===== src/rtl/instr_decode_unit.sv =====
// Decode stage feeding the d16 register file: collects word0 (+ optional immediate word)
// and presents a registered bundle. Define DECODE_ILLEGAL_TRAP_EN to trap opcodes >= OPCODE_COUNT.
//
//   state  | meaning
//   S_OP   | waiting for instruction word0
//   S_IMM  | word0 latched, waiting for immediate word1
//   S_HOLD | decoded bundle valid, held until execute accepts
module instr_decode_unit #(
    parameter int OPCODE_COUNT = 32,
    parameter int IMM_BIT      = 7
) (
    input  logic        clk,
    input  logic        rst_n,
    input  logic        flush,
    input  logic        in_valid,
    input  logic [15:0] in_word,
    output logic        in_ready,
    output logic        out_valid,
    input  logic        out_ready,
    output logic [7:0]  out_opcode,
    output logic        out_has_imm,
    output logic [15:0] out_imm,
    output logic [2:0]  rf_rD_sel,
    output logic [2:0]  rf_rS_sel,
    output logic        rf_en,
    output logic        illegal
);

`ifdef DECODE_ILLEGAL_TRAP_EN
    localparam logic TRAP_EN = 1'b1;
`else
    localparam logic TRAP_EN = 1'b0;
`endif

    localparam logic [1:0] S_OP   = 2'd0;
    localparam logic [1:0] S_IMM  = 2'd1;
    localparam logic [1:0] S_HOLD = 2'd2;

    localparam logic [8:0] OPC_LIM = 9'(OPCODE_COUNT);

    logic [1:0]  state_q, state_d;
    logic [7:0]  opcode_q, opcode_d;
    logic        has_imm_q, has_imm_d;
    logic [15:0] imm_q, imm_d;
    logic [2:0]  rd_q, rd_d;
    logic [2:0]  rs_q, rs_d;
    logic        illegal_q, illegal_d;
    logic        take_w0;
    logic        op_bad;
    logic        unused_rsvd;

    // bit 6 of word0 is reserved and intentionally not decoded
    assign unused_rsvd = in_word[6];

    assign out_valid = (state_q == S_HOLD);
    assign in_ready  = (state_q != S_HOLD) | out_ready;
    assign rf_en     = out_valid & out_ready & ~flush;
    assign op_bad    = ({1'b0, in_word[15:8]} >= OPC_LIM);

    always_comb begin
        state_d   = state_q;
        opcode_d  = opcode_q;
        has_imm_d = has_imm_q;
        imm_d     = imm_q;
        rd_d      = rd_q;
        rs_d      = rs_q;
        illegal_d = 1'b0;
        take_w0   = 1'b0;

        if (flush) begin
            state_d = S_OP;
        end else begin
            case (state_q)
                S_OP:   take_w0 = in_valid;
                S_IMM: begin
                    if (in_valid) begin
                        imm_d   = in_word;
                        state_d = S_HOLD;
                    end
                end
                S_HOLD: begin
                    if (out_ready) begin
                        state_d = S_OP;
                        take_w0 = in_valid;
                    end
                end
                default: state_d = S_OP;
            endcase
        end

        // trapped word0 is consumed without touching the held bundle fields
        if (take_w0) begin
            if (TRAP_EN && op_bad) begin
                state_d   = S_OP;
                illegal_d = 1'b1;
            end else begin
                opcode_d  = in_word[15:8];
                has_imm_d = in_word[IMM_BIT];
                imm_d     = 16'h0000;
                rs_d      = in_word[5:3];
                rd_d      = in_word[2:0];
                state_d   = in_word[IMM_BIT] ? S_IMM : S_HOLD;
            end
        end
    end

    always_ff @(posedge clk or negedge rst_n) begin
        if (!rst_n) begin
            state_q   <= S_OP;
            opcode_q  <= 8'h00;
            has_imm_q <= 1'b0;
            imm_q     <= 16'h0000;
            rd_q      <= 3'd0;
            rs_q      <= 3'd0;
            illegal_q <= 1'b0;
        end else begin
            state_q   <= state_d;
            opcode_q  <= opcode_d;
            has_imm_q <= has_imm_d;
            imm_q     <= imm_d;
            rd_q      <= rd_d;
            rs_q      <= rs_d;
            illegal_q <= illegal_d;
        end
    end

    assign out_opcode  = opcode_q;
    assign out_has_imm = has_imm_q;
    assign out_imm     = imm_q;
    assign rf_rD_sel   = rd_q;
    assign rf_rS_sel   = rs_q;
    assign illegal     = illegal_q;

endmodule


===== config.mk =====
export PLATFORM = sky130hd
export DESIGN_NAME = instr_decode_unit
export DESIGN_NICKNAME = d
export VERILOG_FILES = /design/src/rtl/instr_decode_unit.sv
export SDC_FILE = /design/constraint.sdc
export NUM_CORES = 1
export LEC_CHECK = 0
export CAP_MARGIN = 20
export CORE_ASPECT_RATIO = 0.9
export CORE_UTILIZATION = 42
export CTS_CLUSTER_DIAMETER = 30
export DETAILED_ROUTE_END_ITERATION = 8
export HOLD_SLACK_MARGIN = 0.15
export PLACE_DENSITY = 0.89
export SLEW_MARGIN = 5
export SYNTH_ARGS = -nofsm -noshare
export SYNTH_HDL_FRONTEND = slang
export SYNTH_SLANG_ARGS = --single-unit

===== constraint.sdc =====
create_clock -name clk -period 2.17 [get_ports clk]
set_clock_uncertainty 0.1 [all_clocks]
set_input_delay 0.651 -clock clk [delete_from_list [all_inputs] [get_ports clk]]
set_output_delay 0.651 -clock clk [all_outputs]
set_load 0.05 [all_outputs]

======== Yosys cells after proc, flatten, opt, wreduce, memory -nomap -nowiden ========
Cells that the tools add are included.
storage, ports and cells
  bits in writable memories ............... 0
  logic and storage cells ................. 35
  latch bits .............................. 0
  flip-flop bits (word level) ............. 33
  memories kept ........................... 0
  ROM bits ................................ 0
cells by class
  muxes and demuxes ....................... 13
  div/mod/pow operators ................... 0
  bitwise logic cells ..................... 4
  order comparisons ....................... 0
  shift-type cells ........................ 0
  add/subtract/negate cells ............... 0
  multipliers ............................. 0
  equal/unequal tests ..................... 7
  reduce and logical (&&, ||, !) cells .... 5
operators with widths
  cell                  count
  $mux W16              4
  $mux W2               5
  $pmux W2 S3           1
  $reduce_and A3 Y1     2
  $ne A4 B2 Y1 const B  1
  $ne A4 B4 Y1 const B  1
  $reduce_bool A2 Y1    2
  $ne A3 B3 Y1 const B  1
  $and A1 B1 Y1         2
  $eq A2 B1 Y1 const B  1
  $eq A2 B2 Y1 const B  1
  $logic_not A2 Y1      1
  $mux W1               2
  $ne A2 B1 Y1 const B  1
  $ne A2 B2 Y1 const B  1
  $pmux W1 S2           1
  $not A1 Y1            1
  $or A1 B1 Y1          1

======== Logic depth before layout (Yosys ltp) ========
  depth after elaboration ................. 5
  depth in mapped cells ................... 5
  gate-level depth less buffers ........... 3

======== Least setup slack after synthesis ========
No wires, ideal clock.
  kind .................................... reg-to-output
  start point ............................. register state_q[1]
  end point ............................... output port in_ready
  cell stages (with the launch flop) ...... 3
  setup slack ............................. -0.306 ns
  data arrival time ....................... 1.725 ns
  required time ........................... 1.419 ns
  cell sequence ........................... dfrtp_1 -> nor2b_1 -> nand2b_1
on the way
  longest elaborated chain between the ends .. 2
RTL lines
  element                   line  RTL
  start: declaration        41    logic [1:0] state_q, state_d;
  start signal: assignment  117   state_q <= state_d;
  $ne A2 B2 Y1              56    assign in_ready = (state_q != S_HOLD) | out_ready;
  $or A1 B1 Y1              56
  end: declaration          17    output logic in_ready,
No other way between the ends.

======== Worst setup path after layout ========
  start point ............................. register state_q[0]
  end point ............................... output port rf_en
on the way
  longest elaborated chain between the ends .. 3
RTL lines
  element                      line  RTL
  $eq A2 B2 Y1                 55    assign out_valid = (state_q == S_HOLD);
  $and A1 B1 Y1 (2 in series)  57    assign rf_en = out_valid & out_ready & ~flush;
  end: declaration             25    output logic rf_en,
No other way between the ends.

==> flow_summary.json <==
{
  "grt_pass1_vias": 998,
  "crit_slowest_cell": "dfrtp_2",
  "avgSynthCellArea_um2": 15.4,
  "yosysTopAreaCellShare": 0.615,
  "yosys_warnings": 0,
  "ant_nets": 0,
  "cts_buffers": 5,
  "fin_ws_ps": 81.1,
  "grt_pass1_wl_mm": 4.95,
  "grt_setup_unrepaired": "false",
  "synth_edf_count": 0,
  "ys.flop_type": "dfrtp_1",
  "dpl.hpwl_mm": 2.23,
  "fmax_mhz": 479,
  "fp.coreArea_um2": 3040,
  "port_buffers": 54,
  "postCtsSetupBuffers": 0,
  "synth_commonest_cells": "dfrtp_1 (33), a22o_1 (16), mux2_4 (10)",
  "place_ws_ps": -249,
  "crit_path_cell_trace": "nor2b_4 -> and3b_2 -> buf_12",
  "vias": 986,
  "cts_tree": "yes",
  "final.period_utilization": 0.963,
  "r2r_start": "state_q[1]$_DFFE_PN0P_",
  "ys_ff_latch": 33,
  "root_buffer": "clkbuf_4",
  "multi_input_area_um2": 478,
  "yosysMostFrequentCell": "dfrtp_1",
  "grt-ovfl-total": 0,
  "drcViolationCount": 0,
  "fin_nets": 172,
  "diodes": 0,
  "crit_fanout": 8,
  "drtIter0Drc": 34,
  "htree_levels": 2,
  "routed_wl_mm": 3.06,
  "synthToLayoutAreaGrowth_pct": 46.2,
  "critPathMaxStageDelay_ps": 470,
  "drive_above_1_share": 0.457,
  "grt_max_degree": 34,
  "gp_congestion": 0.717,
  "worst-setup-path-type": "reg -> out",
  "seq_area_frac_synth": 0.615,
  "wire_per_inst_um": 15.8,
  "async_reset_ff_frac": 1.00,
  "synth_cells": 87,
  "layout_min_cycle_time_ps": 2090,
  "crit_arrival_ps": 1340,
  "initial_core_util": 0.442,
  "fin_worst_hold_slack_ps": 412,
  "p_per_area_nw_per_um2": 854,
  "fp.dieH_um": 55.7,
  "die_area_um2": 3430,
  "regArea_um2": 828,
  "post_cts_resized": 3,
  "endpoint_kind": "output pin",
  "hold_buffers": 0,
  "core.rowCount": 19,
  "cellLeakagePower_nw": 0.973,
  "netlist.top_cell.by_area": "dfrtp_1",
  "ys_top_cells_by_area": "dfrtp_1 (61%), mux2_4 (11%), a22o_1 (10%)",
  "slew_violations": 0,
  "final_core_util": 0.646,
  "cp.required_ps": 1420,
  "synth.distinct_cells": 23,
  "grt_antenna_before_repair": 0,
  "ir_worst_vdd_mv": 0.492,
  "setup_violations": 0,
  "io_pins": 56,
  "startpoint": "state_q[0]$_DFFE_PN0P_",
  "viasPerCell": 5.11,
  "insertion_delay_ps": 320,
  "synth_area_um2": 1340,
  "nFillCells": 257,
  "first_pass_iters": 4,
  "synthesis.nets": 108,
  "status": "completed",
  "worstSetupStartpointType": "flop",
  "hold_violations": 0,
  "grt_usage": 0.204,
  "cts.path.max_buffers": 2,
  "cap_violations": 0,
  "min_from": "out_imm[1]$_DFFE_PN0P_",
  "clock-sinks": 33,
  "hold_class": "reg -> reg",
  "dieWidth_um": 61.6,
  "path_clk_slew_ps": 90
}
## layout by cell type, fill, tap and decap left out, drive strengths merged
cell           netlist  routed
dfrtp               33      33
buf                  4      42
nand2                1       1
or2b                 1       1
clkdlybuf4s50        0      18
nor3b                1       1
mux2                15      15
nand4b               1       1
conb                 1       1
and3b                1       1
a21oi                2       2
nor2b                1       1
or3b                 1       1
nand2b               4       4
a22o                16      16
dlygate4sd2          0       2
nand3b               1       1
nor2                 1       1
a21o                 2       2
clkbuf               1       7
## critical path, delay by kind of cell, from the launching register on
| family | cells | cell delay (ps) |
|---|---|---|
| buffers and inverters | 1 | 140 |
| AND/OR/NAND/NOR | 2 | 400 |
| flip-flops | 1 | 470 |
## cell type report
class	count	area share
sequential	33	0.422
timing repair buffer	62	0.280
multi-input combinational	49	0.243
clock buffer	7	0.0280
tap	42	0.0268
## cell families after synthesis
kind of cell           count (synthesis)  share of synthesized area
buffers and inverters                  5                     0.0354
other                                  1                    0.00279
AO/OA/AOI/OAI                         20                      0.124
multiplexers                          15                      0.154
AND/OR/NAND/NOR                       13                     0.0698
flip-flops                            33                      0.615
## path summary, 6_finish.rpt
path / slack (ps) / endpoint / cells past startpoint
min: 410 / out_imm[1]$_DFFE_PN0P_ / 1
max in group asynchronous: 1050 / state_q[1]$_DFFE_PN0P_ / 2
max: 80 / rf_en / 3
min in group asynchronous: 610 / out_opcode[6]$_DFFE_PN0P_ / 2
max reg2reg: 520 / rf_rD_sel[2]$_DFFE_PN0P_ / 4
min reg2reg: 410 / out_imm[1]$_DFFE_PN0P_ / 1
## flip-flops by register name, indices dropped and copies added, names as in the netlist
| register | count |
|---|---|
| out_imm | 16 |
| out_opcode | 8 |
| rf_rD_sel | 3 |
| rf_rS_sel | 3 |
| state_q | 2 |
| out_has_imm | 1 |
## report_power, final
part           total [mW]  leakage [nW]  internal (mW)  switching, mW
clock network       0.343        0.0314          0.153          0.190
logic               0.596         0.521          0.227          0.369
registers           0.738         0.420          0.689         0.0498
## through the flow
stage	setup TNS [ps]	total power [mW]	cell area, um^2	cells
2_1_floorplan	0	1.13	1350	87
3_3_place_gp	-2950	1.33	1900	186
3_5_place_dp	-5110	1.35	1900	186
4_1_cts	0	1.69	1960	193
5_1_grt	0	1.74	1960	193
6_report	0	1.68	1960	193
## routing by layer
layer / global-route usage / routed length, um / vias up / part of all wire
met5: 0 / 0 / - / 0
met1: 0.268 / 1370 / 494 / 0.45
met4: 0.0476 / 15 / 0 / 0.0049
li1: - / - / 446 / -
met2: 0.304 / 1450 / 44 / 0.47
met3: 0.0953 / 218 / 2 / 0.071
No activity file was read; power rests on OpenSTA's default activity.
